===== src/rtl/dram_arbiter.sv =====
// dram_arbiter: shares one single-port data SRAM between the CPU MEM stage and an external port.
// CPU normally wins; the external port is forced through after MAX_WAIT lost cycles. DRAM_ARBITER_STATS_EN adds grant/stall counters.
module dram_arbiter #(
   parameter int ADDR_W   = 10,
   parameter int DATA_W   = 32,
   parameter int MAX_WAIT = 4
) (
   input  logic              clk,
   input  logic              arst_n,
   input  logic              cpu_ren,
   input  logic              cpu_wen,
   input  logic [ADDR_W-1:0] cpu_addr,
   input  logic [DATA_W-1:0] cpu_wdata,
   output logic [DATA_W-1:0] cpu_rdata,
   output logic              cpu_stall,
   input  logic              ext_req,
   input  logic              ext_wen,
   input  logic [ADDR_W-1:0] ext_addr,
   input  logic [DATA_W-1:0] ext_wdata,
   output logic              ext_gnt,
   output logic [DATA_W-1:0] ext_rdata,
   output logic              ext_rvalid,
   output logic [ADDR_W-1:0] mem_addr,
   output logic              mem_wen,
   output logic              mem_ren,
   output logic [DATA_W-1:0] mem_wdata,
   input  logic [DATA_W-1:0] mem_rdata,
   output logic [15:0]       stat_ext_gnts,
   output logic [15:0]       stat_cpu_stalls
);
   logic              cpu_req, ext_win, cpu_gnt, rd_pend;
   logic [3:0]        wait_cnt;
   logic [DATA_W-1:0] rdata_hold;
   assign cpu_req = cpu_ren | cpu_wen;
   assign ext_win = ext_req & (~cpu_req | (wait_cnt == 4'(MAX_WAIT)));
   // grants are masked while in reset so nothing reaches the SRAM
   always_comb begin
      ext_gnt   = arst_n & ext_win;
      cpu_gnt   = arst_n & cpu_req & ~ext_win;
      cpu_stall = arst_n & cpu_req & ext_win;
      mem_wen   = ext_gnt ? ext_wen : cpu_gnt & cpu_wen;
      mem_ren   = ext_gnt ? ~ext_wen : cpu_gnt & ~cpu_wen;
      mem_addr  = ext_gnt ? ext_addr : cpu_gnt ? cpu_addr : '0;
      mem_wdata = ext_gnt ? ext_wdata : cpu_gnt ? cpu_wdata : '0;
      ext_rdata = ext_rvalid ? mem_rdata : '0;
      cpu_rdata = rd_pend ? mem_rdata : rdata_hold;
   end
   always_ff @(posedge clk or negedge arst_n) begin
      if (!arst_n) begin
         wait_cnt   <= '0;
         ext_rvalid <= 1'b0;
         rd_pend    <= 1'b0;
         rdata_hold <= '0;
      end else begin
         wait_cnt   <= (ext_gnt | ~ext_req) ? 4'd0 :
                       (cpu_req && wait_cnt < 4'(MAX_WAIT)) ? wait_cnt + 4'd1 : wait_cnt;
         ext_rvalid <= ext_gnt & ~ext_wen;
         rd_pend    <= cpu_gnt & ~cpu_wen;
         if (rd_pend) rdata_hold <= mem_rdata;
      end
   end
`ifdef DRAM_ARBITER_STATS_EN
   logic [15:0] gnt_cnt, stall_cnt;
   always_ff @(posedge clk or negedge arst_n) begin
      if (!arst_n) begin
         gnt_cnt   <= '0;
         stall_cnt <= '0;
      end else begin
         gnt_cnt   <= gnt_cnt + 16'(ext_gnt && gnt_cnt != 16'hFFFF);
         stall_cnt <= stall_cnt + 16'(cpu_stall && stall_cnt != 16'hFFFF);
      end
   end
   assign stat_ext_gnts   = gnt_cnt;
   assign stat_cpu_stalls = stall_cnt;
`else
   assign stat_ext_gnts   = '0;
   assign stat_cpu_stalls = '0;
`endif
endmodule


===== config.mk =====
export PLATFORM = sky130hd
export DESIGN_NAME = dram_arbiter
export DESIGN_NICKNAME = d
export VERILOG_FILES = /design/src/rtl/dram_arbiter.sv
export SDC_FILE = /design/constraint.sdc
export NUM_CORES = 1
export LEC_CHECK = 0
export ABC_AREA = 1
export CORE_AREA = 2 2 104 106
export DETAILED_ROUTE_END_ITERATION = 16
export DIE_AREA = 0 0 106 108
export DONT_BUFFER_PORTS = 1
export GPL_TIMING_DRIVEN = 0
export MAX_ROUTING_LAYER = met4
export PLACE_DENSITY = 0.45
export SETUP_SLACK_MARGIN = 0.05
export SYNTH_ARGS = -nofsm -noshare
export SYNTH_HDL_FRONTEND = slang
export SYNTH_SLANG_ARGS = --single-unit

===== constraint.sdc =====
create_clock -name clk -period 3.4 [get_ports clk]
set_input_delay 0.68 -clock clk [delete_from_list [all_inputs] [get_ports clk]]
set_output_delay 0.68 -clock clk [all_outputs]
set_load 0.02 [all_outputs]

* Word-level counts from Yosys, hierarchy flattened
Cells that the tools add are included.
** Word-level totals
- Flip-flop bits (word level) :: 38
- Output and inout port bits :: 143
** Operators by class
- $add $sub $neg :: 1
- $lt $le $gt $ge :: 1
- Eq/ne operators :: 1
- Multiplexer cells :: 10
- Bitwise gates (word level) :: 16
- Reductions and logical operators :: 2
** Operator list (count)
- $mux 32 :: 4
- $mux 10 :: 2
- $and 1x1->1 :: 8
- $mux 4 :: 2
- $not 1->1 :: 5
- $add 4x1->4 const B :: 1
- $eq 4x3->1 const B :: 1
- $lt 4x3->1 const B :: 1
- $or 1x1->1 :: 3
- $mux 1 :: 2
- $reduce_bool 2->1 :: 1
- $logic_and 1x1->1 :: 1

* Depth between registers and ports, before layout
Gate-level depths: netlist of the first run.
- Depth after elaboration :: 8
- Mapped depth :: 8
- Mapped depth without buffers :: 7

* Worst setup path before layout of the first run
OpenSTA, ideal clock, no wires.
- Kind :: input to output
- Start point :: input port arst_n
- End point :: output port mem_addr[0]
- Arrival time :: 1.397 ns
- Data required time :: 2.720 ns
- Slack :: 1.323 ns
- Stages :: 6
- Buffers on the path :: 2
- Cells stage by stage :: buf_4 -> inv_2 -> nor2_8 -> buf_6 -> nand3_1 -> nand2_1
** Between the ends
- Cells in the longest elaborated chain, start to end :: 4
- Elaborated cells between the ends (all ways) :: 5
- Those cells by class :: mux (2); bitwise (3)
** RTL lines
- start: declaration :: RTL line 9 : input logic arst_n,
- $and 1x1->1 (2 in a row) :: RTL line 39 : cpu_gnt = arst_n & cpu_req & ~ext_win;
- $mux 10 :: RTL line 43 : mem_addr = ext_gnt ? ext_addr : cpu_gnt ? cpu_addr : '0;
- $mux 10 * :: RTL line 43
- end: declaration :: RTL line 23 : output logic [ADDR_W-1:0] mem_addr,
Mark *: on every way between the ends. The rest lies on a longest branch, timed or not.

* Worst setup path in the final report of the first run
- Start point :: register wait_cnt[0]
- End point :: output port mem_addr[6]
** Between the ends
- Cells in the longest elaborated chain, start to end :: 7
- Elaborated cells between the ends (all ways) :: 8
- Those cells by class :: eq/ne (1); mux (2); bitwise (5)
** RTL lines
- start: declaration :: RTL line 32 : logic [3:0] wait_cnt;
- start signal: assignment :: RTL line 55 : wait_cnt <= (ext_gnt | ~ext_req) ? 4'd0 :
- $eq 4x3->1 * :: RTL line 35 : assign ext_win = ext_req & (~cpu_req | (wait_cnt == 4'(MAX_WAIT)));
- $or 1x1->1 * :: RTL line 35
- $and 1x1->1 * :: RTL line 35
- $not 1->1 :: RTL line 39
- $and 1x1->1 :: RTL line 39
- $mux 10 :: RTL line 43
- $mux 10 * :: RTL line 43
Marked as above.

==> results.md, run 1 <==
* Number of buffers added for setup after CTS at 0
* Post-Synthesis Cell Area at approximately 2800 sq um
* Clock input transition at the sequential cells of the worst setup and hold paths at approximately 0.08 ns
* Vertical die dimension at 108 um
* Clock skew after layout at around 0.0066 ns
* Crit Path Class: reg -> out
* Routed Antenna Nets at 0
* Unrepaired setup endpoints after global routing: false
* Worst EP arrival at around 1.8 ns
* Number of placement rows at 37
* Clk Latency, worst-skew pair at approximately 0.29 ns
* Final weighted congestion in routability-driven placement at 0.7879
* Post-CTS Hold Buffers at 0
* Synth unique cells at 19
* Highest clock frequency the design can meet at about 0.4 GHz
* Post-layout nets at roughly 530
* Final routed wire length divided by cell count at between 15 and 20 um
* Worst ir drop on vdd at between 0.00015 and 0.0002 V
* Pin count of the biggest net entering global routing at 40
* Core Box Area at roughly 10000 sq um
* Layout overhead on the synthesized area at 15.12%
* Fraction of post-synthesis cell area in the top cell type by area at between 30% and 40%
* Antenna violations before repair at 0
* Data required time of the worst path at between 2 and 3 ns
* Final core occ at around a third
* Total clock sinks at 38
* Number of failing hold endpoints at the final stage at 0
* Fraction of final layout cells with drive strength greater than 1 at 24.81%
* Path class of the lowest-slack min-delay path: in -> async
* Top cells by area, synth: dfrtp_1 33%, mux2_2 12%, nand2_1 11%, buf_4 11%, nand4_1 9.7%
* Maximum fanout along the worst path at 10
* Post-Syn Instances at between 300 and 400
* Outcome: complete, no violations
* Drt first-iter violations at roughly 110
* Via count of the first global-routing pass at approximately 2400
* Per-instance average area after synthesis at a little under 8 sq um
* Total Routing Usage GR at 14.01%
* First-pass GRT wire length at roughly 12000 um
* Total Negative Setup Slacks at 0 ns
* Post-route DRC at 0
* Max-slew violation count at 0
* Number of buffers added by the clock tree synthesis step at 5
* Worst setup SP type: flop
* Detailed Routing Iterations Pass 1 at 4
* Clock tree from TritonCTS: done
* LEAKAGE at ~0.0019 uW
* Final global-route overflow total at 0
* Longest Clk Path Bufs at 2
* Effective utilization at floorplan at 27.75%
* Clock period minus final worst setup slack at between 2 and 2.5 ns
* Endpoint class of the critical path: output port
* Cell at the root of the clock tree: clkbuf_8
* P per Cell Area at 468.0 nW/um^2
* Fraction of the cycle the final worst path needs at about 73%
* Number of diodes at 0
* DIE WIDTH at 106 um
* PortBufs at 0
* Max-cap check violation count at 0
* CTS-repair resized insts at 0
* Final number of setup-violating endpoints at 0
* Synth area leader: dfrtp_1
* Half-perimeter wire length after detailed placement at approximately 7000 um
* Count of state elements after synthesis at 38
* Floorplan die area at approximately 11000 sq um
* Number of warnings issued by yosys at 0
* Total wire length after detailed routing at 8533 um
* I/O Pins at 265
* Share of the yosys chip area belonging to registers at roughly 33%
* Vias after detailed routing at ~2500
* Final-layout worst hold slack at around 0.070 ns
* Number of levels in the clock H-tree at 2
* Via count normalized by instance count at 4.673
## Yosys cell counts
library cell	instances
mux2_1	2
clkbuf_2	1
mux2_2	30
buf_2	9
nand4_1	44
inv_1	42
buf_6	4
nor2_8	1
xor2_1	1
nor2_1	6
clkbuf_1	7
nand2_1	81
buf_4	40
nand3_1	48
dfrtp_1	38
ha_1	2
conb_1	1
nand2_4	3
inv_2	4
## metal layers
metal,vias to the layer above,wire (um),GRT usage (%)
met4,0,109,3.477
met1,1115,2837,12.81
li1,1199,-,-
met2,193,4595,27.05
met3,12,991,5.666
met5,-,0,-
## final cells by class
cell class              count  area, sq um
flip-flops and latches     38        950.9
clock buffers               6        82.58
clock inverters             2        60.06
inverters                  46        172.7
fillers                  1089         6963
well taps                 136        170.2
plain buffers              61        421.7
multi-input cells         250         1410
## worst paths after layout
path | from | end | slack (ns) | cells past startpoint
setup / recovery | wait_cnt[0] | mem_addr[6] | 0.93 | 7
hold / removal | arst_n | rdata_hold[25] | 0.07 | 0
setup reg to reg | wait_cnt[0] | wait_cnt[3] | 2.05 | 7
hold reg to reg | wait_cnt[3] | wait_cnt[3] | 0.53 | 2
max in group asynchronous | arst_n | rdata_hold[3] | 3.23 | 0
min in group clk | wait_cnt[3] | wait_cnt[3] | 0.53 | 2
## sequential cells by signal (all words and copies together), names as in the netlist
register and cells:
ext_rvalid 1, rd_pend 1, rdata_hold 32, wait_cnt 4
## cells in the final DEF (no fill, tap or decap), types with 4 or more instances in the layout
cell	netlist	routed
buf_2	9	9
buf_4	40	40
buf_6	4	4
clkbuf_1	7	7
clkbuf_8	0	6
conb_1	1	32
dfrtp_1	38	38
inv_1	42	42
inv_2	4	4
mux2_2	30	30
nand2_1	81	81
nand3_1	48	48
nand4_1	44	44
nor2_1	6	6
## worst max-delay path, stage by stage (launching register included)
cell	delay [ns]
dfrtp_1	0.42
inv_1	0.07
ha_1	0.14
nand3_1	0.12
nand2_4	0.16
buf_2	0.23
nand4_1	0.14
nand2_1	0.22
## where the power goes
group | internal [uW] | switching [uW]
registers | 535 | 21.4
clock network | 313 | 163
logic | 145 | 352
## logic make-up (layout without fill, tap and decap cells)
logic type | after synthesis | count (layout) | share of synthesized area (%)
XOR/XNOR | 1 | 1 | 0.3086
multiplexers | 32 | 32 | 12.69
adder cells (fa/ha/maj) | 2 | 2 | 0.8813
buffers and inverters | 107 | 115 | 20.93
flip-flops | 38 | 38 | 33.49
other | 1 | 32 | 0.1321
AND/OR/NAND/NOR | 183 | 183 | 31.56
## metrics by stage
stage	setup slack [ns]	std cells	cell area, sq um	power [uW]
5_1_grt	0.8102	539	3268	1619
3_3_place_gp	1.140	531	3126	1061
6_report	0.9337	539	3268	1529
2_1_floorplan	1.323	395	2955	1000
4_1_cts	0.9159	539	3268	1553
3_5_place_dp	1.116	531	3126	1068
Power figures use the tool's default switching activity.
==> run 2: changes to the inputs <==
==> constraint.sdc (replaced) <==
create_clock -name clk -period 2.3 [get_ports clk]
set_input_delay 0.46 -clock clk [delete_from_list [all_inputs] [get_ports clk]]
set_output_delay 0.46 -clock clk [all_outputs]
set_load 0.02 [all_outputs]
==> run 2 against run 1 <==
Total power rose by 51%. Global-route usage rose by 0.30 points. Clock power up 48%. Sequential cell count unchanged. Largest power group unchanged. Clock skew up 0.0011 ns. Critical path depth is the same. Clock-buffer cell count unchanged. Die area is the same.
==> results.md, run 2 (synthesized netlist as in run 1, its figures left out) <==
* Fill cell total of the finished layout at 1074
* Worst setup SP type: flop
* Total clock sinks at 38
* Hold Crit Start: ext_wen
* DIE WIDTH at about 110 um
* Total wire length after detailed routing at slightly below 9000 um
* Number of failing hold endpoints at the final stage at 0
* Largest registers ranked by flip-flop count: rdata_hold x32, wait_cnt x4
* Setup Slack @ Placement at ~0.38 ns
* Share of total power in sequential cells at between 30 and 40%
* Half-perimeter wire length after detailed placement at 7167 um
* Fraction of final layout cells with drive strength greater than 1 at 35.96%
* Clk Latency, worst-skew pair at roughly 0.29 ns
* First element of the critical path: wait_cnt[0]
* Met3 Routed Length at between 900 and 1000 um
* Number of flip-flops under the largest register name at 32
* Int Pwr at between 1000 and 1500 uW
* Final number of setup-violating endpoints at 0
* Via count normalized by instance count at approximately 4.7
* Worst relative slew slack at about two thirds
* Final core occ at around 34%
* Number of levels in the clock H-tree at 2
* P per Cell Area at about 670 nW/um^2
* Clock tree from TritonCTS: done
* Core Box Area at 10230 sq um
* Clock input transition at the sequential cells of the worst setup and hold paths at roughly 0.080 ns
* Fraction of the cycle the final worst path needs at a little over nine tenths
* Path class of the lowest-slack min-delay path: in -> reg
* Post-route DRC at 0
* Final routed wire length divided by cell count at about 16 um
* Highest metal layer with signal wires: met4
* Max-cap check violation count at 0
* LEAKAGE at about 0.0019 uW
* Met1 layer wirelength in the final routing at 2966 um
* Total Negative Setup Slacks at 0 ns
* Highest clock frequency the design can meet at ~0.46 GHz
* I/O Pins at approximately 270
* Register name with the most flops: rdata_hold
* Switching share of power at between 30% and 40%
* PortBufs at 0
* Data required time of the worst path at ~1.8 ns
* Setup slack after layout at between 0.1 and 0.15 ns
* Outcome: complete, no violations
* Worst ir drop on vdd at 0.0002704 V
* Cell Count, Final, Fillers Out at ~540
* First-pass GRT wire length at approximately 12000 um
* Slew at the pin closest to its max-slew limit at 0.5099 ns
* Number of diodes at 0
* Floorplan die area at ~11000 sq um
* Vias after detailed routing at 2532
* Final weighted congestion in routability-driven placement at roughly 0.79
* Crit Reg-Reg Startpoint: wait_cnt[0]
* Unrepaired setup endpoints after global routing: true
* Clock skew after layout at about 0.0077 ns
* Proportion of power drawn by combinational gates at 33.8%
* Final global-route overflow total at 0
* Post-layout nets at about 530
* Number of placement rows at 37
* Total Routing Usage GR at between 10% and 20%
* Drt first-iter violations at 86
* Top library cells by usage in the layout, fill and taps aside: 47 x nand3_1, 44 x nand4_1, 43 x nand2_2
* Total instance count after detailed placement at 531
* Total Power Consumption at approximately 2300 uW
* Layout overhead on the synthesized area at 21.24%
* Cell at the root of the clock tree: clkbuf_8
* Worst EP arrival at between 1.5 and 2 ns
* Crit Path Class: reg -> out
* Detailed Routing Iterations Pass 1 at 4
* Antenna violations before repair at 1
* Pin count of the biggest net entering global routing at 39
* Max-slew violation count at 0
* Maximum fanout along the worst path at 10
* Routed Antenna Nets at 0
* Switching power of the nets at 820.8 uW
* Number of buffers added by the clock tree synthesis step at 5
* Number of buffers added for setup after CTS at 0
* Vertical die dimension at roughly 110 um
* Effective utilization at floorplan at 27.75%
* Clock network fraction of design power at ~30%
* Clock period minus final worst setup slack at approximately 2.2 ns
* Most common cell after layout, fill and taps aside: nand3_1
* Longest Clk Path Bufs at 2
* Detail Route met2 WL at ~4800 um
* Endpoint class of the critical path: output port
* Via count of the first global-routing pass at about 2400
## run 2: changes by cell type in the layout (fill, tap and decap cells not counted)
cell,previous run,this run
nand2_2,0,43
nand2_1,81,39
buf_2,9,5
buf_4,40,36
buf_6,4,8
clkbuf_4,0,4
buf_12,0,1
dlygate4sd3_1,0,1
nand3_1,48,47
nand3_2,0,1
nor2_1,6,5
nor2_2,0,1
## run 2: critical path, cell delays in order (launching register included)
cell and delay, ns:
dfrtp_1 0.42, inv_1 0.07, ha_1 0.16, nand3_2 0.13
nand2_4 0.13, clkbuf_4 0.21, nand4_1 0.14, nand2_2 0.17
## run 2: worst paths after layout
kind / end / slack (ns) / depth (start not counted)
max: mem_wdata[7] / 0.13 / 7
min: ext_rvalid / 0.40 / 3
max reg2reg: wait_cnt[3] / 0.91 / 7
min reg2reg: wait_cnt[3] / 0.54 / 2
max in group asynchronous: rdata_hold[3] / 1.48 / 2
min in group asynchronous: rdata_hold[25] / 0.61 / 2
## run 2: metrics by stage
stage | hold WS (ns) | cell area [sq um]
floorplan | 0.1644 | 2955
global placement | 0.1655 | 3126
detailed placement | 0.1657 | 3126
CTS | 0.3656 | 3316
finish | 0.3956 | 3442
global route | 0.4062 | 3442
## run 2: routing by layer
metal | vias up | global-route usage (%)
met1 | 1137 | 13.11
met2 | 176 | 27.74
met3 | 12 | 5.666
li1 | 1207 | -
met4 | 0 | 3.477
met5 | - | -
## run 2: power by group through the flow
| stage | Sequential (uW) | Clock, uW | Combinational [uW] |
|---|---|---|---|
| 3_3_place_gp | 832 | 0 | 737 |
| 3_5_place_dp | 837 | 0 | 741 |
| 2_1_floorplan | 827 | 0 | 652 |
| 6_report | 823 | 705 | 779 |
| 4_1_cts | 824 | 730 | 764 |
| 5_1_grt | 838 | 765 | 839 |
## run 2: timing repair
item,in CTS,in global routing
pin swaps,0,10
resized for setup,7,45
hold buffers,2,0
gates cloned,0,1
setup endpoints to repair,7,43
endpoints found under the hold margin,38,0
## run 2: layout make-up
class | instances | area (sq um) | area share, %
clock inverters | 2 | 60.06 | 1.745
inverters | 46 | 172.7 | 5.016
flip-flops and latches | 38 | 950.9 | 27.63
multi-input cells | 251 | 1529 | 44.42
repair buffers | 2 | 30.03 | 0.8724
clock buffers | 6 | 82.58 | 2.399
plain buffers | 61 | 446.7 | 12.98
well taps | 136 | 170.2 | 4.944
==> run 3: changes to the inputs <==
--- a/config.mk
+++ b/config.mk
@@ -17,3 +17,4 @@
 export SYNTH_ARGS = -nofsm -noshare
 export SYNTH_HDL_FRONTEND = slang
 export SYNTH_SLANG_ARGS = --single-unit
+export TNS_END_PERCENT = 1
==> run 3 against run 2 <==
Clock skew stayed put. Setup slack worse by 0.025 ns. Highest routed layer unchanged. Die area stayed put. Total power is 0.41% lower. Via count hardly changed. Non-clock buffer count stayed put. Utilization is 0.38 points lower. Routed wire length is 1.7% lower. Sequential power hardly changed. Design area is 1.1% lower. First-iteration DRC count is 8.1% higher. Sequential cell count stayed put.
==> results.md, run 3 (synthesized netlist as in run 1, its figures left out) <==
* Highest clock frequency the design can meet at between 0.4 and 0.5 GHz
* PortBufs at 0
* LEAKAGE at between 0.0015 and 0.002 uW
* Fill cell total of the finished layout at about 1100
* Total Power Consumption at about 2300 uW
* Cell at the root of the clock tree: clkbuf_8
* Total Routing Usage GR at 14.26%
* Worst EP arrival at 1.74 ns
* Detailed Routing Iterations Pass 1 at 4
* Number of levels in the clock H-tree at 2
* Pin count of the biggest net entering global routing at 39
* Max stage delay cell, worst path: dfrtp_1
* Fraction of final layout cells with drive strength greater than 1 at approximately a third
* Worst setup SP type: flop
* Floorplan die area at 11450 sq um
* Final global-route overflow total at 0
* Clock tree from TritonCTS: done
* Top library cells by usage in the layout, fill and taps aside: 48 x nand3_1, 44 x nand4_1, 42 x inv_1, 42 x nand2_1, 40 x buf_4
* Effective utilization at floorplan at 27.75%
* Clk Latency, worst-skew pair at about 0.29 ns
* Clock period minus final worst setup slack at between 2 and 2.5 ns
* Worst min-delay path endpoint: ext_rvalid
* Routed Antenna Nets at 0
* Post-route DRC at 0
* Fraction of the cycle the final worst path needs at 95.61%
* DIE WIDTH at around 110 um
* First-pass GRT wire length at around 12000 um
* Total wire length after detailed routing at between 8000 and 9000 um
* Number of buffers added for setup after CTS at 0
* Largest registers ranked by flip-flop count: rdata_hold x32, wait_cnt x4
* P per Cell Area at around 680 nW/um^2
* Max-slew violation count at 0
* Number of placement rows at 37
* Clock input transition at the sequential cells of the worst setup and hold paths at around 0.08 ns
* Final number of setup-violating endpoints at 0
* Register name with the most flops: rdata_hold
* Total clock sinks at 38
* End of the worst register-to-register path: wait_cnt[3]
* Dominant delay contributor by cell family on the critical path: simple AND/OR/NAND/NOR gates
* Longest Clk Path Bufs at 2
* Worst relative slew slack at 65.99%
* Number of failing hold endpoints at the final stage at 0
* Reg-to-reg setup timing slack at 0.93 ns
* Worst hold path cell count at 3
* Layout overhead on the synthesized area at 19.88%
* Clock skew after layout at slightly below 0.008 ns
* Via count normalized by instance count at 4.682
* Number of buffers added by the clock tree synthesis step at 5
* Hold Crit Start: ext_wen
* Setup slack after layout at a little over 0.1 ns
* Vertical die dimension at roughly 110 um
* Via count of the first global-routing pass at ~2400
* I/O Pins at around 270
* Antenna violations before repair at 1
* Slew at the pin closest to its max-slew limit at around 0.5 ns
* Max-cap check violation count at 0
* Post-layout nets at 528
* Most common cell after layout, fill and taps aside: nand3_1
* Crit Path Class: reg -> out
* Ordered list of cells on the worst path: inv_1 > ha_1 > nand3_1 > nand2_4 > nand2_4 > buf_4 > nand3_1 > nand2_1
* Half-perimeter wire length after detailed placement at 7167 um
* Length in cells of the worst reg-to-reg path at 7
* Vias after detailed routing at between 2000 and 3000
* Maximum cell stage delay along the critical path at roughly 0.40 ns
* Final routed wire length divided by cell count at roughly 16 um
* Maximum fanout along the worst path at 10
* Number of flip-flops under the largest register name at 32
* Crit Reg-Reg Startpoint: wait_cnt[0]
* Data required time of the worst path at ~1.8 ns
* Path class of the lowest-slack min-delay path: in -> reg
* Drt first-iter violations at between 90 and 100
* Unrepaired setup endpoints after global routing: true
* Core Box Area at 10230 sq um
* Outcome: complete, no violations
* Endpoint class of the critical path: output port
* Worst path buffer plus inverter count at 2
* Final weighted congestion in routability-driven placement at a little under 0.8
* Number of diodes at 0
* Worst ir drop on vdd at 0.0002704 V
* Setup Slack @ Placement at roughly 0.38 ns
==> run 3: changes by cell type in the layout (fill, tap and decap cells not counted), sizes merged <==
cell | before | now
buf | 50 | 52
nand2 | 85 | 84
clkbuf | 18 | 16
==> run 3: through the flow <==
step,util [%],cell area [sq um],hold WS [ns],TNS (ns),std cells
floorplan,-,2955,0.1644,0,395
global placement,30.55,3126,0.1655,0,531
detailed placement,30.55,3126,0.1657,0,531
CTS,32.26,3301,0.3656,0,541
global route,33.26,3403,0.4062,-0.2429,541
finish,33.26,3403,0.3939,0,541
==> run 3: layout make-up <==
class,instances,area (sq um),area share (%)
clock buffers,6,82.58,2.426
clock inverters,2,60.06,1.765
inverters,46,172.7,5.074
multi-input cells,250,1510,44.38
plain buffers,61,426.7,12.54
repair buffers,2,30.03,0.8824
flip-flops and latches,38,950.9,27.94
well taps,136,170.2,5.000
==> run 3: report_power, final <==
group	internal, uW	total, uW	switching [uW]
sequential	791	823	31.6
clock	463	705	243
combinational	227	770	543
total	1480	2300	817
==> run 3: routing by layer <==
layer,global-route usage (%),share of wire [%],wire length (um)
met1,13.18,33,2906
met2,27.51,54,4707
met3,5.606,11,988
met4,3.477,1.2,104
met5,-,0,0
==> run 3: worst max path at each step <==
stage / start / endpoint / slack [ns] / depth (start not counted)
after floorplan: wait_cnt[0] / mem_addr[0] / 0.59 / 8
after global placement: wait_cnt[0] / mem_wdata[5] / 0.39 / 8
after detailed placement: wait_cnt[0] / mem_wdata[7] / 0.38 / 7
after CTS: wait_cnt[0] / mem_wdata[9] / 0.04 / 8
after global routing: wait_cnt[0] / mem_wdata[22] / -0.03 / 7
final: wait_cnt[0] / mem_wdata[12] / 0.10 / 8
==> run 3: timing repair <==
item	CTS	global route
hold buffers	2	0
pin swaps	0	1
resized for setup	1	41
hold endpoints to repair	38	0
endpoints found under the setup margin	7	43
==> run 3: tightest hold or removal path: cells and delay by family <==
kind                   cells  cell delay [ns]
AND/OR/NAND/NOR            1             0.12
buffers and inverters      2             0.07
